### config.mk
export PLATFORM = sky130hd
export DESIGN_NAME = adder_accu
export DESIGN_NICKNAME = d
export VERILOG_FILES = /design/src/rtl/adder_pkg.sv /design/src/rtl/adder_accu.sv
export SDC_FILE = /design/constraint.sdc
export NUM_CORES = 1
export LEC_CHECK = 0
export BUFFER_PORTS_ARGS = -buffer_cell sky130_fd_sc_hd__buf_2
export CORE_ASPECT_RATIO = 1.4
export CORE_MARGIN = 5
export CORE_UTILIZATION = 41
export CTS_CLUSTER_DIAMETER = 50
export DETAILED_ROUTE_END_ITERATION = 8
export GPL_ROUTABILITY_DRIVEN = 1
export SLEW_MARGIN = 40
export SYNTH_ARGS = -nofsm -noshare
export SYNTH_HDL_FRONTEND = slang
export SYNTH_SLANG_ARGS = --single-unit
### constraint.sdc
create_clock -name clk -period 2.4 [get_ports clk]
set_input_delay 0.24 -clock clk [delete_from_list [all_inputs] [get_ports clk]]
set_output_delay 0.24 -clock clk [all_outputs]
set_load 0.01 [all_outputs]
### src/rtl/adder_pkg.sv
// Shared types and helpers for the adder block family.
// Holds the accumulator FSM state and the saturating add.
package adder_pkg;

  typedef enum logic {
    ACCU = 1'b0,
    HOLD = 1'b1
  } accu_state_e;

  localparam int SAT_MAXW = 63;

  typedef struct packed {
    logic                sat;
    logic [SAT_MAXW-1:0] sum;
  } sat_res_t;

  // Operands are truncated to w bits; carry out of bit w-1 clamps to all-ones.
  function automatic sat_res_t sat_add(
    input logic [SAT_MAXW-1:0] a,
    input logic [SAT_MAXW-1:0] b,
    input int unsigned         w
  );
    logic [SAT_MAXW:0]   full;
    logic [SAT_MAXW-1:0] mask;
    sat_res_t            r;
    mask  = ~({SAT_MAXW{1'b1}} << w);
    full  = {1'b0, a & mask} + {1'b0, b & mask};
    r.sat = |(full & ~{1'b0, mask});
    r.sum = r.sat ? mask : full[SAT_MAXW-1:0];
    return r;
  endfunction

endpackage

### src/rtl/adder_accu.sv
// Block accumulator behind the adder: sums cnt_len samples with
// saturation, then holds the block total on an output handshake.
module adder_accu
  import adder_pkg::*;
#(
  parameter int DATA_WIDTH = 8,
  parameter int ACC_WIDTH  = 12,
  parameter int CNT_WIDTH  = 4
) (
  input  logic                  clk,
  input  logic                  rst,
  input  logic                  clear,
  input  logic [CNT_WIDTH-1:0]  cnt_len,
  input  logic                  in_valid,
  output logic                  in_ready,
  input  logic [DATA_WIDTH:0]   in_sum,
  output logic                  out_valid,
  input  logic                  out_ready,
  output logic [ACC_WIDTH-1:0]  out_acc,
  output logic                  out_ovf
);

  if (ACC_WIDTH < DATA_WIDTH + 1) begin : g_chk_w
    $error("adder_accu: ACC_WIDTH must be >= DATA_WIDTH+1");
  end
  if (ACC_WIDTH >= SAT_MAXW) begin : g_chk_max
    $error("adder_accu: ACC_WIDTH too large for sat_add");
  end

  accu_state_e          state, state_nxt;
  logic [ACC_WIDTH-1:0] acc;
  logic [CNT_WIDTH-1:0] cnt;
  logic [CNT_WIDTH-1:0] len_q;
  logic                 ovf;

  logic                 accept;
  logic                 last;
  logic [CNT_WIDTH-1:0] len_eff;
  logic [CNT_WIDTH-1:0] len_m1;
  sat_res_t             res;
  logic [ACC_WIDTH-1:0] acc_sum;
  logic                 ovf_sum;
  logic                 unused_hi;

  assign res       = sat_add(SAT_MAXW'(acc), SAT_MAXW'(in_sum), ACC_WIDTH);
  assign acc_sum   = res.sum[ACC_WIDTH-1:0];
  assign ovf_sum   = ovf | res.sat;
  assign unused_hi = ^res.sum[SAT_MAXW-1:ACC_WIDTH];

  // First sample of a block uses the live length; later ones the latched copy.
  assign len_eff   = (cnt == '0) ? cnt_len : len_q;
  assign len_m1    = len_eff - CNT_WIDTH'(1);
  assign out_valid = (state == HOLD);

  always_comb begin
    state_nxt = state;
    in_ready  = 1'b0;
    accept    = 1'b0;
    last      = 1'b0;
    unique case (1'b1)
      (state == ACCU): begin
        in_ready = !rst && !clear;
        accept   = in_valid && in_ready;
        last     = accept && (cnt == len_m1);
        if (last) state_nxt = HOLD;
      end
      (state == HOLD): begin
        if (out_ready) state_nxt = ACCU;
      end
      default: state_nxt = ACCU;
    endcase
    if (clear) state_nxt = ACCU;
  end

  always_ff @(posedge clk) begin
    if (rst || clear) begin
      state   <= ACCU;
      acc     <= '0;
      cnt     <= '0;
      len_q   <= '0;
      ovf     <= 1'b0;
      out_acc <= '0;
      out_ovf <= 1'b0;
    end else begin
      state <= state_nxt;
      if (accept) begin
        if (cnt == '0) len_q <= cnt_len;
        if (last) begin
          out_acc <= acc_sum;
          out_ovf <= ovf_sum;
          acc     <= '0;
          cnt     <= '0;
          ovf     <= 1'b0;
        end else begin
          acc <= acc_sum;
          ovf <= ovf_sum;
          cnt <= cnt + CNT_WIDTH'(1);
        end
      end
    end
  end

endmodule
==> summary.txt <==
Run status
  – Status: finished clean

STA
  – Tcrit/Tclk final: 0.9246
  – Min Tclk post-route: 2.219 ns
  – Relative slew margins: 0.6158
  – Final Skew: 0.005070 ns
  – RSZ-0062 raised after global routing: true
  – Minimum hold slack: 0.1826 ns
  – Max Clock Freq: 0.4506 GHz
  – Final Hold Vio Count: 0
  – Slew @ Worst Pin: 0.5742 ns
  – Slew Viols, Final: 0
  – Endpoints failing setup: 0

Floorplan
  – Site Rows: 30
  – Die X: 69.11 µm
  – Die Span Y: 92.76 µm
  – Ports: 33
  – Core area: 4805 µm²
  – Die area: 6410 µm²
  – Initial Util: 0.4174

Yosys
  – #FFs+latches synth: 35
  – Post-Syn Nets: 264
  – Post-synth EDFFs: 0
  – Yosys warning count: 0
  – Synth async-reset ratio: 0
  – Ys flop type: dfxtp_1
  – Mapped Cells: 234
  – Sequential area share after synthesis: 0.3493
  – Cell area after synthesis: 2006 µm²
  – Avg Cell Area, Syn: 8.571 µm²
  – Synth cell types: 52

Global routing
  – Initial antenna violation count: 0
  – First-pass GRT wire length: 7.762 mm
  – GRT Residual Overflow: 0
  – Vias in the first global route: 1703
  – Largest net degree at the start of global routing: 23
  – GRT Resource Usage Total: 0.1483

Routing
  – Via/cell ratio: 5.216
  – DRT iter0 DRCs: 62
  – Vias: 1763
  – Drt wl/cell: 13.75 µm
  – Detailed-route DRC error count: 0
  – DRT Pass-1 Iters: 4
  – Total wire length: 4.647 mm
  – Antenna-violating nets left: 0

Layout
  – Commonest non-fill, non-tap cell in the layout: dfxtp_1
  – Nets: 305
  – Post-route cell area: 2364 µm²
  – # diodes: 0
  – Area grow syn2layout: 17.84%
  – Commonest cells after routing, fill and taps aside: 35 x dfxtp_1, 32 x buf_2, 26 x nor2_1
  – Layout cells sized above 1: 0.2409

Placement
  – Post-DP HPWL: 3.512 mm
  – # port buffers: 32
  – DP Area: 2281 µm²
  – RD Place Congestion: 0.8184

Setup path
  – CP Data Arrival Time: 2.38 ns
  – Worst EP required: 2.56 ns
  – Crit Path Class: register to register
  – Critical Path Start: acc[0]$_SDFFE_PP0P_
  – R2r startpoint: acc[0]$_SDFFE_PP0P_
  – Crit-path max FO: 3
  – Critical Path Sink Type: register
  – Reg-to-Reg End: acc[7]$_SDFFE_PP0P_
  – CP Capture Point: acc[7]$_SDFFE_PP0P_
  – R2R setup slack: 0.18 ns
  – Startpoint types: register
  – Worst r2r path cells: 9

Hold path
  – Critical hold path startpoint: cnt_len[3]
  – Class of the tightest hold or removal check: input pin to register

Job
  – Maxcap violations: 0

Clocking
  – Clk_lat worst skew: 0.28 ns
  – H-tree depth: 2
  – Clock-pin slew on the worst setup and hold paths: 0.07 ns
  – # hold bufs at CTS: 0
  – CTS sink cnt: 35
  – Worst-case clock buffer depth: 2
  – CTS Root Cell: clkbuf_8
  – CTS buffer count: 5
  – CTS tree: yes

Power and ir drop
  – Leakage: 1.020 nW
  – Worst VDD drop: 0.0002950 V
  – Total power: 1.222 mW
  – Power Dens Cells: 517.1 nW/µm²
[cells by family (layout without fill, tap and decap cells)]
logic type,count (synthesis),count (layout),synth area share
compound gates,70,70,0.2446
xor+xnor,8,8,0.03494
fa+ha+maj,12,12,0.07860
buf+inv,19,59,0.05240
flops,35,35,0.3493
mux,6,6,0.02995
simple gates,84,84,0.2102
[metrics by stage]
stage | util | setup WS, ns | instances | setup TNS, ns
6_report | 0.4919 | 0.1809 | 338 | 0
2_1_floorplan | - | 0.1248 | 234 | 0
3_5_place_dp | 0.4747 | 0.001279 | 332 | 0
5_1_grt | 0.4919 | -0.0008007 | 338 | -0.0008007
4_1_cts | 0.4898 | 0.05727 | 338 | 0
3_3_place_gp | 0.4747 | 0.01075 | 332 | 0
[critical path, cell delays in order (launching register included)]
cell and delay, ns:
dfxtp_1 0.31, ha_1 0.21, fa_1 0.40, a21o_1 0.20
a221oi_2 0.29, o21a_1 0.19, nor2_1 0.05, nor3_1 0.24
buf_4 0.15, o21ai_0 0.06
[cell type report]
cell class	count	area, µm²
fillers	528	2441
multi-input cells	180	1210
flip-flops and latches	35	700.7
repair buffers	45	270.3
well taps	64	80.08
clock buffers	6	72.57
inverters	8	30.03
[cell usage after synthesis (all sizes together) (6+ instances only)]
| cell | instances | area (µm²) |
|---|---|---|
| a211oi | 12 | 110.1 |
| a21o | 6 | 45.04 |
| a21oi | 12 | 63.81 |
| buf | 7 | 60.05 |
| dfxtp | 35 | 700.7 |
| ha | 11 | 137.6 |
| inv | 8 | 30.03 |
| mux2i | 6 | 60.06 |
| nand2 | 24 | 90.09 |
| nand2b | 6 | 37.54 |
| nand3 | 6 | 30.03 |
| nor2 | 28 | 110.1 |
| o21ai | 18 | 90.09 |
| xnor2 | 6 | 52.55 |
[repair_timing]
item	CTS	global route
resized for setup	0	2
setup endpoints to repair	0	24
buffers inserted	0	0
[flip-flops by register name, summed over array words and instances, names as in the netlist]
| signal | flops |
|---|---|
| out_acc | 12 |
| cnt | 4 |
| len_q | 4 |
| ovf | 1 |
| out_valid | 1 |
| acc | 12 |
| out_ovf | 1 |
[power by group]
group	switching (mW)	internal [mW]	leakage [nW]
combinational	0.131	0.102	0.699
sequential	0.00918	0.595	0.283
clock	0.192	0.193	0.0371
[metal layers]
layer / GRT usage / wire, µm
met5: 0 / 0
met4: 0.05212 / 31
met2: 0.2826 / 2455
met3: 0.04017 / 148
met1: 0.1530 / 2011
[worst min-delay path by stage]
stage,endpoint,slack [ns],depth (start not counted)
2_1_floorplan,len_q[3]$_SDFFE_PP0P_,0.35,2
3_3_place_gp,acc[5]$_SDFFE_PP0P_,0.44,2
3_5_place_dp,out_acc[9]$_SDFFE_PP0P_,0.45,2
4_1_cts,len_q[3]$_SDFFE_PP0P_,0.18,3
5_1_grt,len_q[3]$_SDFFE_PP0P_,0.21,3
6_report,len_q[3]$_SDFFE_PP0P_,0.18,3
No activity file was read; power rests on OpenSTA's default activity.
